`src/rtl/timer_bcd_param.sv`:
```
// Day/hour/minute/second BCD timer: prescaled tick, up/down count, run/pause, validated load.
// Optional registered seven-segment outputs when TIMER_SSD_EN is defined.
module timer_bcd_param #(
  parameter int unsigned CLK_DIV = 50_000_000,
  parameter int unsigned DAY_MAX = 9
) (
  input  logic        clk,
  input  logic        rst,
  input  logic        run,
  input  logic        dir,
  input  logic        load_valid,
  output logic        load_ready,
  input  logic [7:0]  load_day,
  input  logic [7:0]  load_hour,
  input  logic [7:0]  load_min,
  input  logic [7:0]  load_sec,
  output logic        load_err,
  output logic [7:0]  bcd_day,
  output logic [7:0]  bcd_hour,
  output logic [7:0]  bcd_min,
  output logic [7:0]  bcd_sec,
  output logic        tick,
`ifdef TIMER_SSD_EN
  output logic [55:0] ssd,
`endif
  output logic        wrap
);

  localparam logic [31:0] DIV_TC      = 32'(CLK_DIV - 1);
  localparam logic [7:0]  DAY_MAX_BCD = {4'(DAY_MAX / 10), 4'(DAY_MAX % 10)};

  typedef enum logic [1:0] {S_SYNC, S_STOP, S_RUN, S_LOAD} state_t;

  state_t      r_state, w_next;
  logic        r_sync;
  logic [31:0] r_presc;
  logic [7:0]  r_day, r_hour, r_min, r_sec;
  logic        r_tick, r_wrap, r_err;

  logic [8:0]  w_s, w_m, w_h, w_d;
  logic        w_xfer, w_tc, w_ld_ok, w_nib_ok, w_wrap_n;
  logic        w_c_m, w_c_h, w_c_d;

  // Result bit 8 is the carry/borrow out of the field.
  function automatic logic [8:0] bcd_inc(input logic [7:0] v, input logic [7:0] max);
    if (v == max)              bcd_inc = 9'h100;
    else if (v[3:0] == 4'd9)   bcd_inc = {1'b0, v[7:4] + 4'd1, 4'd0};
    else                       bcd_inc = {1'b0, v[7:4], v[3:0] + 4'd1};
  endfunction

  function automatic logic [8:0] bcd_dec(input logic [7:0] v, input logic [7:0] max);
    if (v == 8'h00)            bcd_dec = {1'b1, max};
    else if (v[3:0] == 4'd0)   bcd_dec = {1'b0, v[7:4] - 4'd1, 4'd9};
    else                       bcd_dec = {1'b0, v[7:4], v[3:0] - 4'd1};
  endfunction

  assign w_s = dir ? bcd_dec(r_sec,  8'h59)      : bcd_inc(r_sec,  8'h59);
  assign w_m = dir ? bcd_dec(r_min,  8'h59)      : bcd_inc(r_min,  8'h59);
  assign w_h = dir ? bcd_dec(r_hour, 8'h23)      : bcd_inc(r_hour, 8'h23);
  assign w_d = dir ? bcd_dec(r_day,  DAY_MAX_BCD) : bcd_inc(r_day,  DAY_MAX_BCD);

  assign w_c_m    = w_s[8];
  assign w_c_h    = w_c_m & w_m[8];
  assign w_c_d    = w_c_h & w_h[8];
  assign w_wrap_n = w_c_d & w_d[8];

  assign w_nib_ok = (load_day[7:4]  <= 4'd9) && (load_day[3:0]  <= 4'd9) &&
                    (load_hour[7:4] <= 4'd9) && (load_hour[3:0] <= 4'd9) &&
                    (load_min[7:4]  <= 4'd9) && (load_min[3:0]  <= 4'd9) &&
                    (load_sec[7:4]  <= 4'd9) && (load_sec[3:0]  <= 4'd9);
  // With every nibble a decimal digit, packed comparison orders like the value.
  assign w_ld_ok  = w_nib_ok && (load_sec <= 8'h59) && (load_min <= 8'h59) &&
                    (load_hour <= 8'h23) && (load_day <= DAY_MAX_BCD);

  assign load_ready = (r_state == S_STOP) || (r_state == S_RUN);
  assign w_xfer     = load_valid && load_ready;
  assign w_tc       = (r_state == S_RUN) && (r_presc == DIV_TC);

  // r_sync is the first synchroniser stage; the state register is the second.
  always_ff @(posedge clk or posedge rst) begin
    if (rst) begin
      r_sync  <= 1'b0;
      r_state <= S_SYNC;
    end else begin
      r_sync  <= 1'b1;
      r_state <= w_next;
    end
  end

  always_comb begin
    w_next = r_state;
    case (r_state)
      S_SYNC:  if (r_sync) w_next = S_STOP;
      S_STOP:  if (w_xfer) w_next = S_LOAD; else if (run)  w_next = S_RUN;
      S_RUN:   if (w_xfer) w_next = S_LOAD; else if (!run) w_next = S_STOP;
      S_LOAD:  w_next = run ? S_RUN : S_STOP;
      default: w_next = S_SYNC;
    endcase
  end

  always_ff @(posedge clk or posedge rst) begin
    if (rst) begin
      r_presc <= 32'd0;
      r_tick  <= 1'b0;
      r_wrap  <= 1'b0;
      r_err   <= 1'b0;
      r_day   <= 8'h00;
      r_hour  <= 8'h00;
      r_min   <= 8'h00;
      r_sec   <= 8'h00;
    end else begin
      r_tick <= w_tc && !w_xfer;
      r_wrap <= w_tc && !w_xfer && w_wrap_n;
      r_err  <= w_xfer && !w_ld_ok;
      if (w_xfer)                r_presc <= 32'd0;
      else if (w_tc)             r_presc <= 32'd0;
      else if (r_state == S_RUN) r_presc <= r_presc + 32'd1;
      // A load beats a coincident terminal count.
      if (w_xfer) begin
        if (w_ld_ok) begin
          r_day  <= load_day;
          r_hour <= load_hour;
          r_min  <= load_min;
          r_sec  <= load_sec;
        end
      end else if (w_tc) begin
        r_sec <= w_s[7:0];
        if (w_c_m) r_min  <= w_m[7:0];
        if (w_c_h) r_hour <= w_h[7:0];
        if (w_c_d) r_day  <= w_d[7:0];
      end
    end
  end

  assign bcd_day  = r_day;
  assign bcd_hour = r_hour;
  assign bcd_min  = r_min;
  assign bcd_sec  = r_sec;
  assign tick     = r_tick;
  assign wrap     = r_wrap;
  assign load_err = r_err;

`ifdef TIMER_SSD_EN
  logic [55:0] r_ssd;

  function automatic logic [6:0] seg7(input logic [3:0] d);
    case (d)
      4'd0:    seg7 = 7'b1111110;
      4'd1:    seg7 = 7'b0110000;
      4'd2:    seg7 = 7'b1101101;
      4'd3:    seg7 = 7'b1111001;
      4'd4:    seg7 = 7'b0110011;
      4'd5:    seg7 = 7'b1011011;
      4'd6:    seg7 = 7'b1011111;
      4'd7:    seg7 = 7'b1110000;
      4'd8:    seg7 = 7'b1111111;
      4'd9:    seg7 = 7'b1111011;
      default: seg7 = 7'b0000000;
    endcase
  endfunction

  always_ff @(posedge clk or posedge rst) begin
    if (rst) r_ssd <= {8{7'b1111110}};
    else     r_ssd <= {seg7(r_day[7:4]),  seg7(r_day[3:0]),  seg7(r_hour[7:4]), seg7(r_hour[3:0]),
                       seg7(r_min[7:4]),  seg7(r_min[3:0]),  seg7(r_sec[7:4]),  seg7(r_sec[3:0])};
  end

  assign ssd = r_ssd;
`endif

endmodule

```
`config.mk`:
```
export PLATFORM = sky130hd
export DESIGN_NAME = timer_bcd_param
export DESIGN_NICKNAME = d
export VERILOG_FILES = /design/src/rtl/timer_bcd_param.sv
export SDC_FILE = /design/constraint.sdc
export NUM_CORES = 1
export LEC_CHECK = 0
export ABC_AREA = 1
export CELL_PAD_IN_SITES_DETAIL_PLACEMENT = 0
export CELL_PAD_IN_SITES_GLOBAL_PLACEMENT = 2
export CORE_ASPECT_RATIO = 1.2
export CORE_MARGIN = 5
export CORE_UTILIZATION = 31
export CTS_CLUSTER_SIZE = 28
export DETAILED_ROUTE_END_ITERATION = 6
export GPL_ROUTABILITY_DRIVEN = 0
export GPL_TIMING_DRIVEN = 0
export PLACE_DENSITY_LB_ADDON = 0.1
export SETUP_SLACK_MARGIN = 0.3
export SKIP_LAST_GASP = 1
export SLEW_MARGIN = 20
export SYNTH_ARGS = -nofsm -noshare
export SYNTH_HDL_FRONTEND = slang
export SYNTH_SLANG_ARGS = --single-unit
```
`constraint.sdc`:
```
create_clock -name clk -period 2.3 [get_ports clk]
set_input_delay 0.345 -clock clk [delete_from_list [all_inputs] [get_ports clk]]
set_output_delay 0.345 -clock clk [all_outputs]
set_load 0.01 [all_outputs]
```
# Yosys cells after proc, flatten, opt, wreduce, memory -nomap -nowiden
# Index checks and enable logic that the tools add are counted.
# W data, S select, Z words.
# classes
n_addsub,17
mul,0
n_div,0
n_lt_le_gt_ge,12
eq_ne,20
shift,0
mux,45
n_bitwise,3
n_reduce_logical,46
# ops
op,n
$mux W8,23
$mux W9,12
$mux W32,3
$add A32 B1 Y32 const B,1
$add A4 B1 Y4 const B,8
$eq A32 B26 Y1 const B,1
$le A4 B4 Y1 const B,8
$logic_not A8 Y1,4
$sub A4 B1 Y4 const B,8
$eq A4 B4 Y1 const B,4
$eq A8 B7 Y1 const B,2
$le A8 B7 Y1 const B,2
$logic_and A1 B1 Y1,16
$logic_not A4 Y1,4
$ne A4 B1 Y1 const B,4
$reduce_bool A4 Y1,4
$reduce_and A5 Y1,3
$mux W2,6
$reduce_and A3 Y1,4
$eq A8 B4 Y1 const B,1
$eq A8 B6 Y1 const B,1
$le A8 B4 Y1 const B,1
$le A8 B6 Y1 const B,1
$pmux W2 S4,1
other kinds (13),21
# word_totals
register_bits,70
latch_bits,0
ramBits,0
romBits,0
in_bits,37
output_inout_bits,36
wordCells,157
memories,0

# Longest topological paths before layout
# Gate-level depths: netlist of run 1.
# logic_depth
depth_word,14
ltp_mapped,13
mapped_depth_nobuf,13

# Worst setup path before layout of run 1
# OpenSTA, ideal clock, no wires.
# synth_path
kind,register -> register
from,reg r_state[0]
to,reg r_presc[24]
setup_time_ps,121
arrival_ps,1761
required_ps,2179
path_slack_ps,418
path_stages_with_launch,10
n_path_buf,2
synth_period_minus_slack_ps,1882
cell_sequence,dfrtp_1 -> inv_1 -> ha_1 -> nand2_1 -> buf_2 -> nand2_1 -> clkbuf_1 -> nand3_1 -> o21ai_1 -> nor2_1
# synth_via
elab_chain_len,4
elab_cells_between_ends,8
cone_classes,2 x eq/ne; 2 x mux; 4 x reduce/logical
# synth_lines
element,line_no,source
start: declaration,34,"state_t r_state, w_next;"
start signal: assignment,86,r_state <= w_next;
$eq A2 B1 Y1 / $eq A2 B2 Y1 (equally long branches),75,assign load_ready = (r_state == S_STOP) || (r_state == S_RUN);
$logic_or A1 B1 Y1 *,75,
via load_ready,12,"output logic load_ready,"
$logic_and A1 B1 Y1 *,76,assign w_xfer = load_valid && load_ready;
$reduce_bool A3 Y1 (no source line) / $mux W32 (equally long branches),n/a,
end signal: assignment,117,else if (r_state == S_RUN) r_presc <= r_presc + 32'd1;
end: declaration,36,logic [31:0] r_presc;
# The timed path passes the listed nets; every way through them passes the cells marked *.
# A chain may end at the register's enable or synchronous reset.

# Worst setup path in the final report of run 1
# layout_path
from,reg r_presc[0]
to,reg r_presc[22]
# layout_via
elab_chain_len,4
elab_cells_between_ends,7
cone_classes,1 x add/sub; 1 x eq/ne; 3 x mux; 2 x reduce/logical
# layout_lines
element,line_no,source
$add A32 B1 Y32 / $eq A32 B26 Y1 (equally long branches),"117, 77",
$mux W32 / $logic_and A1 B1 Y1 (equally long branches),"117, 77",
$mux W32,116,else if (w_tc) r_presc <= 32'd0;
$mux W32,115,if (w_xfer) r_presc <= 32'd0;
# Parallel ways exist; a longest one is shown, timed or not. The select of a mux whose other input is x is not followed.

==> results.toml, run 1 <==
[sta]
finalSetupViolations = 0
slew_viol_final = 0
worst_pin_slew_ps = 618
finClkSkew_ps = 8.96
fmax_ghz = 0.529
hold_viol = 0
period_share_pct = 82.1
rsz0062_at_grt = "yes"
slew_headroom_pct = 58.5
finalCriticalPeriod_ps = 1890

[power]
internal-power_mw = 2.85
vdd_drop_max_uv = 336
power_mw = 4.69
power.density_nw_per_um2 = 630
power.share.sequential_pct = 27.9
p_switching_mw = 1.84
p_sw_share_pct = 39.3
p_leak_nw = 3.53
power_frac_clock_pct = 33.8
p_comb_share_pct = 38.2

[clock_tree]
clock-sinks = 70
cts.hold.buffers_added = 0
cts_root_buf = "clkbuf_16"
clock_latency_ps = 350
cts_buffers = 9
cts.path.max_buffers = 2
cts.clk_slew.worst_paths_ps = 70
htreeDepth = 3
cts_tree = "done"

[worst_setup_path]
required_ps = 2570
crit_start = "r_presc[0]"
path_common_cell = "nor2_4"
path_buf_inv = 2
reg2regPathDepth = 11
path_cells = "ha_4 -> nand2_2 -> nor2_4 -> nand2_2 -> nor2_4 -> buf_4 -> nand3_1 -> nor2_4 -> buf_4 -> nand4_1 -> a21oi_1"
crit_family = "simple AND/OR/NAND/NOR gates"
crit_cells = 11
critical_path_arrival_ps = 2160
cp_max_fo = 5
slowest_delay_ps = 410
worstSetupStartpointType = "flip-flop"
worstReg2RegStart = "r_presc[0]"
critPathCapture = "r_presc[22]"
cp-end-kind = "flip-flop"
critPathSlowestCell = "dfrtp_1"
reg2reg_to = "r_presc[22]"
r2r_slack_ps = 410
path_class = "reg2reg"

[grt]
grt_max_degree = 24
grt_antenna_before_repair = 0
grt_pass1_vias = 6021
track_usage_pct = 19.3
grt_pass1_wl_um = 32100
grt_overflow_total = 0

[detailed_routing]
drc = 0
drt-total-wl_um = 20200
antenna_left = 0
routedWlPerCell_um = 16.9
viasPerCell = 5.00
first_pass_iters = 5
num_vias = 5974
drt_first_iter_violations = 256

[synth]
ys.flop_type = "dfrtp_1"
syn-instance-count = 859
synth_top_cells_by_area = "dfrtp_1, nand2_1, inv_1, ha_1, nor2_1"
ys_ff_latch = 70
synthesis.nets = 928
ys_seq_area_share_pct = 30.9
synth_edf_count = 0
ys_warn_count = 0
yosysTopAreaCell = "dfrtp_1"
async_reset_ff_share_pct = 100
synth.distinct_cells = 42
synthesis.area_um2 = 5680
synth_top_area_share_pct = 30.9
syn_avg_cell_area_um2 = 6.61

[final_layout]
fillers = 1912
ff_latch_area_um2 = 1760
fin_util_pct = 41.1
drive_gt1_share_pct = 13.4
antenna_cells = 0
finalNetCount = 1035
syn_to_final_growth_pct = 31.2
multi_input_area_um2 = 3540

[run]
drv_cap = 0

[worst_hold_path]
worstHoldPathType = "in2async"

[floorplanning]
initial_core_util_pct = 31.4
core-area_um2 = 18100
die_area_um2 = 21100
die_w_um = 134
io_pins = 73
rows = 54
die_h_um = 158

[placed_design]
io_buffer_count = 71
dp_hpwl_um = 15800

[status]
status = "complete, no violations"
## final cells by class
type	instances	area share, %
clock buffers	9	3.02
multi-input cells	652	47.5
plain buffers	23	2.13
flip-flops and latches	70	23.6
repair buffers	96	12.8
inverters	114	5.80
clock inverters	7	1.31
well taps	224	3.76
## metrics by stage
step / instance area [um^2] / hold slack (ps) / setup TNS, ps / instances / worst slack (ps)
after floorplan: 5680 / 478 / 0 / 859 / 418
after global placement: 6670 / 508 / -3660 / 1154 / -231
after detailed placement: 6750 / 512 / -2910 / 1157 / -188
after CTS: 7210 / 357 / 0 / 1177 / 301
after global routing: 7450 / 381 / 0 / 1195 / 280
final: 7450 / 346 / 0 / 1195 / 411
## worst min path at each step
stage	start	to	slack [ps]	cells past startpoint
after floorplan	r_presc[0]	r_presc[0]	480	1
after global placement	r_presc[0]	r_presc[0]	510	1
after detailed placement	r_presc[0]	r_presc[0]	510	1
final	rst	r_state[0]	350	2
after CTS	rst	r_state[0]	360	2
after global routing	rst	r_state[0]	380	2
## flip-flops by register name, indices dropped and copies added (netlist names), 2 cells and up
| register | count |
|---|---|
| r_presc | 32 |
| r_state | 2 |
| bcd_sec | 8 |
| bcd_day | 8 |
| bcd_min | 8 |
| bcd_hour | 8 |
## synth_stat cells (5+ instances only)
| master | count |
|---|---|
| a21oi_1 | 27 |
| nand2_1 | 237 |
| nor3_1 | 13 |
| nor2_1 | 98 |
| o21ai_0 | 43 |
| o21ai_1 | 11 |
| buf_2 | 10 |
| dfrtp_1 | 70 |
| nand2_2 | 9 |
| nand3_1 | 72 |
| ha_1 | 32 |
| o211ai_1 | 5 |
| clkbuf_1 | 6 |
| inv_1 | 110 |
| xor2_1 | 21 |
| nand4_1 | 43 |
## worst reg2reg max path: stages, from the launching register on
cell     delay, ps
dfrtp_1        410
ha_4           170
nand2_2         60
nor2_4         130
nand2_2         90
nor2_4         160
buf_4          160
nand3_1        110
nor2_4         180
buf_4          130
nand4_1         80
a21oi_1        150
## cells by family after synthesis
family | after synthesis | synth area share [%]
AOI/OAI and AO/OA | 104 | 10.2
xor gates and xnor gates | 25 | 3.86
muxes | 1 | 0.176
other | 1 | 0.0661
and+or+nand+nor | 489 | 38.2
adders and majority gates | 32 | 7.05
buffers and inverters | 137 | 9.65
DFF | 70 | 30.9
## power by group through the flow
stage | clock network [mW] | logic, mW | registers (mW)
6_report | 1.59 | 1.79 | 1.31
5_1_grt | 1.68 | 1.97 | 1.32
4_1_cts | 1.63 | 1.73 | 1.31
3_5_place_dp | 0 | 1.53 | 1.34
3_3_place_gp | 0 | 1.51 | 1.34
2_1_floorplan | 0 | 0.896 | 1.34
## placed cells by master, fill, tap and decap left out, drive strengths merged, types with 2 or more instances in the layout
cell type        n
nor2           106
xnor2            4
o22ai            4
clkbuf          17
clkinv           2
inv            114
clkinvlp         3
dfrtp           70
nor3            14
a31oi            2
a21oi           27
buf             40
a221oi           2
nand3           75
xor2            21
a211oi           2
nand4           44
o31ai            3
o211ai           5
clkdlybuf4s50   70
bufinv           2
ha              32
nand3b           2
nand2          246
o21ai           54
## per-layer routing
| metal | part of all wire [%] | GRT usage [%] | up-vias |
|---|---|---|---|
| met4 | 2.4 | 7.50 | 0 |
| met3 | 3.2 | 2.38 | 28 |
| met1 | 42 | 22.1 | 2796 |
| met5 | 0 | 0 | - |
| li1 | - | - | 3018 |
| met2 | 52 | 36.5 | 132 |
## timing repair
action,in CTS,in global routing
pin swaps,4,11
resized for setup,36,36
setup endpoints to repair,68,51
setup buffers,4,18
No activity file was read; power rests on OpenSTA's default activity.
==> inputs of run 2 (changes only) <==
Settings changed: CORE_UTILIZATION 31 to 28.
Clock period 2.3 ns to 1.7 ns, I/O delays scaled along.
==> run 2 against run 1 <==
The run now ends with setup timing left; via count is 5.8% higher; clock skew decreased by 3.1 ps; design area rose by 21%; hold slack lost 4.3 ps; sequential power rose by 36%; non-clock buffer count grew 65; worst setup slack got worse by 550 ps; clock power up 43%; clock-buffer cell count did not move; critical path type unchanged; critical endpoint is now r_presc[15]; largest power group unchanged.
==> results.toml, run 2 (synthesis results as in run 1) <==
[status]
status = "complete, but fails checks"
violations = "setup timing"

[sta]
worst_pin_slew_ps = 636
finalCriticalPeriod_ps = 1840
period_share_pct = 108
slew_viol_final = 0
slew_headroom_pct = 57.5
finalSetupViolations = 59
hold_viol = 0
fmax_ghz = 0.544
finClkSkew_ps = 5.87
rsz0062_at_grt = "yes"
setup_ws_ps = -139

[final_layout]
finalNetCount = 1100
largest_reg_flops = 32
antenna_cells = 0
layout_commonest_cell = "nand2_1"
drive_gt1_share_pct = 34.6
final_cell_mix = "nand2_1, inv_1, buf_4, nor2_1, nand3_1"
stdcell_area_um2 = 9030
fin_util_pct = 44.9
top_register = "r_presc"
syn_to_final_growth_pct = 59.1

[detailed_routing]
viasPerCell = 4.86
drt_first_iter_violations = 332
routedWlPerCell_um = 17.1
first_pass_iters = 6
drt-total-wl_um = 22200
num_vias = 6320
antenna_left = 0
drc = 0

[clock_tree]
cts.clk_slew.worst_paths_ps = 70
htreeDepth = 3
clock_latency_ps = 340
cts_root_buf = "clkbuf_16"
clock-sinks = 70
cts.path.max_buffers = 2
cts.hold.buffers_added = 0
cts_tree = "done"
cts_buffers = 9

[worst_setup_path]
cp_max_fo = 5
r2r_slack_ps = -140
crit_start = "r_state[0]"
worstSetupStartpointType = "flip-flop"
worstReg2RegStart = "r_state[0]"
reg2regPathDepth = 11
path_class = "reg2reg"
critical_path_arrival_ps = 2070
required_ps = 1930
cp-end-kind = "flip-flop"
reg2reg_to = "r_presc[15]"

[floorplanning]
core-area_um2 = 20100
io_pins = 73
die_area_um2 = 23200
rows = 57
die_w_um = 140
die_h_um = 166
initial_core_util_pct = 28.2

[worst_hold_path]
worstHoldPathType = "in2async"

[power]
power_frac_clock_pct = 27.8
p_leak_nw = 4.15
vdd_drop_max_uv = 634
internal-power_mw = 5.08
p_sw_share_pct = 38.0
power.density_nw_per_um2 = 907
p_comb_share_pct = 50.4
power.share.sequential_pct = 21.8
p_switching_mw = 3.11
power_mw = 8.19

[placed_design]
dp_slack_ps = -635
placed_cell_area_um2 = 7070
io_buffer_count = 71
dp_hpwl_um = 16200

[grt]
grt_pass1_vias = 6540
grt_overflow_total = 0
track_usage_pct = 18.7
grt_max_degree = 27
grt_pass1_wl_um = 34600
grt_antenna_before_repair = 0

[run]
drv_cap = 0
run 2: changes by cell type in the layout (fill, tap and decap cells not counted), moves of 13 or more:
cell,previous run,this run
buf_6,2,16
nand2_1,232,200
clkdlybuf4s50_1,70,38
inv_1,101,81
o21ai_0,41,20
nor2_4,9,23
nand3_1,68,55
dfrtp_1,63,43
dfrtp_2,7,27
inv_2,12,25
nor2_1,90,65
buf_4,24,66
nand2_2,8,32
dlygate4sd2_1,0,21
run 2: how the worst max path moves through the flow:
| stage | end | slack (ps) | depth (start not counted) |
|---|---|---|---|
| 2_1_floorplan | bcd_min[4] | 50 | 11 |
| 3_3_place_gp | bcd_hour[7] | -630 | 12 |
| 3_5_place_dp | bcd_hour[7] | -640 | 12 |
| 4_1_cts | bcd_day[5] | -160 | 11 |
| 5_1_grt | bcd_day[5] | -220 | 11 |
| 6_report | r_presc[15] | -140 | 11 |
run 2: metrics by stage:
| step | std cells | hold WS, ps | TNS, ps |
|---|---|---|---|
| after detailed placement | 1197 | 517 | -21170 |
| after global routing | 1301 | 406 | -10270 |
| after CTS | 1263 | 363 | -6200 |
| final | 1301 | 342 | -4870 |
| after floorplan | 859 | 424 | 0 |
| after global placement | 1195 | 504 | -52650 |
run 2: timing repair:
| action | CTS | global route |
|---|---|---|
| pin swaps | 21 | 39 |
| endpoints found under the setup margin | 105 | 78 |
| resized for setup | 165 | 138 |
| hold endpoints to repair | 0 | 0 |
| cloned | 3 | 3 |
| buffers inserted | 47 | 35 |
run 2: final cells by class:
cell class / instances / area [um^2]
Fill cell: 2063 / 11100
Multi-Input combinational cell: 652 / 4270
Sequential cell: 70 / 1790
Timing Repair Buffer: 161 / 1570
Inverter: 114 / 455
Tap cell: 265 / 332
Buffer: 23 / 267
Clock buffer: 9 / 225
Clock inverter: 7 / 123
run 2: layer usage:
layer	part of all wire (%)	GRT usage, %	vias up	wire, um
met2	55	35.1	106	12100
met1	39	20.5	3023	8630
li1	-	-	3144	-
met3	2.7	2.45	47	593
met5	0	0	-	0
met4	4.0	8.64	0	882
run 2: worst max-delay path: stages (launching register included):
cell and delay (ps):
dfrtp_1 390, inv_2 130, ha_4 180, nand4_1 150
nor2_4 150, buf_4 130, nand3_4 90, nand2_8 110
buf_12 110, buf_12 100, buf_12 130, nor2_4 30
run 2: power by group through the flow:
stage	Sequential (mW)	Combinational, mW	Clock (mW)
6_report	1.78	4.13	2.28
5_1_grt	1.79	4.41	2.40
4_1_cts	1.78	3.32	2.33
3_5_place_dp	1.82	2.54	0
3_3_place_gp	1.82	2.52	0
2_1_floorplan	1.82	1.66	0
==> inputs of run 3 (changes only) <==
Settings changed: CAP_MARGIN set to 20.
==> run 3 against run 2 <==
The run still ends with setup timing left; register-to-register slack about the same; sequential cell count unchanged; sequential power about the same; routed wire length down 2.9%; non-clock buffer count down 17; final cell count down 1.3%; design area down 7.6%; sequential share of layout area up 1.6 points; combinational power down 26%; largest power group unchanged; highest routed layer unchanged.
==> results.toml, run 3 (synthesis results as in run 1) <==
[status]
status = "complete, but fails checks"
violations = "setup timing"

[final_layout]
antenna_cells = 0
syn_to_final_growth_pct = 46.9
layout_commonest_cell = "nand2_1"
stdcell_area_um2 = 8340
drive_gt1_share_pct = 26.8
instances_no_fill = 1284
largest_reg_flops = 32
final_cell_mix = "nand2_1, inv_1, nor2_1, buf_4, nand3_1"
finalNetCount = 1083
top_register = "r_presc"

[grt]
track_usage_pct = 18.6
grt_pass1_wl_um = 34500
globalRouteMet2Util_pct = 34.8
use_met3_pct = 2.48
grtUsageMet1_pct = 20.9
grt_antenna_before_repair = 0
grt_overflow_total = 0
grt_max_degree = 27
grt_pass1_vias = 6551
grt_busiest_layer = "met2"

[sta]
finalCriticalPeriod_ps = 1840
hold_viol = 0
finalSetupViolations = 57
period_share_pct = 109
fmax_ghz = 0.542
setup_ws_ps = -145
rsz0062_at_grt = "yes"
slew_headroom_pct = 57.6
slew_viol_final = 0
worst_pin_slew_ps = 635
finClkSkew_ps = 4.68
tns_ps = -4450

[worst_setup_path]
critPathSlowestCell = "dfrtp_1"
cp-end-kind = "flip-flop"
worstSetupStartpointType = "flip-flop"
path_cells = "nand2_2 -> nor2_4 -> nand2_1 -> nor2_4 -> nand4_4 -> nand2_4 -> buf_12 -> buf_16 -> nand3_4 -> nand2_1 -> nand2_1"
crit_family = "simple AND/OR/NAND/NOR gates"
required_ps = 1940
path_buf_inv = 2
path_class = "reg2reg"
critical_path_arrival_ps = 2080
crit_cells = 11
slowest_delay_ps = 450
crit_start = "r_presc[12]"
reg2regPathDepth = 11
worstReg2RegStart = "r_presc[12]"
cp_max_fo = 5
path_common_cell = "nand2_1"

[power]
power.density_nw_per_um2 = 855
vdd_drop_max_uv = 504
p_switching_mw = 2.72
p_sw_share_pct = 38.2
power_mw = 7.13
p_comb_share_pct = 43.1
power_frac_clock_pct = 32.1
internal-power_mw = 4.41
power.share.sequential_pct = 24.7
p_leak_nw = 3.96

[floorplanning]
die_h_um = 166
io_pins = 73
rows = 57
die_area_um2 = 23200
initial_core_util_pct = 28.2
die_w_um = 140
core-area_um2 = 20100

[placed_design]
io_buffer_count = 71
placed_cell_area_um2 = 7070
place_inst = 1197
dp_hpwl_um = 16200

[clock_tree]
htreeDepth = 3
cts.clk_slew.worst_paths_ps = 60
cts_root_buf = "clkbuf_16"
clock-sinks = 70
cts.path.max_buffers = 2
cts.hold.buffers_added = 0
clock_latency_ps = 350
cts_tree = "done"
cts_buffers = 9

[run]
drv_cap = 0

[detailed_routing]
viasPerCell = 4.88
routedWlPerCell_um = 16.8
num_vias = 6262
drt_first_iter_violations = 314
antenna_left = 0
first_pass_iters = 7
drc = 0
drt-total-wl_um = 21600

[worst_hold_path]
worstHoldPathType = "in2async"
run 3: changes by cell type in the layout (fill, tap and decap cells not counted), sizes merged:
cell | before | now
clkdlybuf4s15 | 1 | 3
buf | 114 | 95
clkinvlp | 4 | 3
inv | 112 | 113
run 3: cell type report:
type | instances | area [um^2]
clock inverters | 7 | 123
flip-flops and latches | 70 | 1780
plain buffers | 23 | 254
multi-input cells | 652 | 3880
fillers | 2149 | 11800
well taps | 265 | 332
inverters | 114 | 432
repair buffers | 144 | 1320
clock buffers | 9 | 225
run 3: timing repair:
item / in CTS / in global routing
resized for setup: 142 / 39
setup endpoints to repair: 105 / 78
gates cloned: 1 / 1
pin swaps: 17 / 13
buffers inserted: 50 / 19
run 3: worst paths after layout:
| check | to | slack [ps] |
|---|---|---|
| max | bcd_day[4] | -140 |
| min | bcd_day[7] | 330 |
| max reg2reg | bcd_day[4] | -140 |
| min reg2reg | bcd_day[4] | 550 |
| min in group clk | wrap | 450 |
| max in group asynchronous | bcd_day[2] | 600 |
run 3: through the flow:
step | hold slack [ps] | util [%] | worst slack, ps
2_1_floorplan | 424 | - | 53.7
3_3_place_gp | 504 | 35.0 | -631
3_5_place_dp | 517 | 35.2 | -622
4_1_cts | 360 | 40.1 | -135
5_1_grt | 399 | 41.5 | -254
6_report | 335 | 41.5 | -145
run 3: power groups by stage:
stage,Clock (mW),Combinational [mW],Sequential (mW)
floorplan,0,1.66,1.82
global placement,0,2.52,1.82
detailed placement,0,2.54,1.82
CTS,2.34,3.00,1.77
global route,2.41,3.33,1.77
finish,2.29,3.07,1.77
run 3: metal layers:
metal  wire, um  part of all wire (%)
met2      11700                    54
met5          0                     0
met4        753                   3.5
met1       8540                    40
met3        606                   2.8
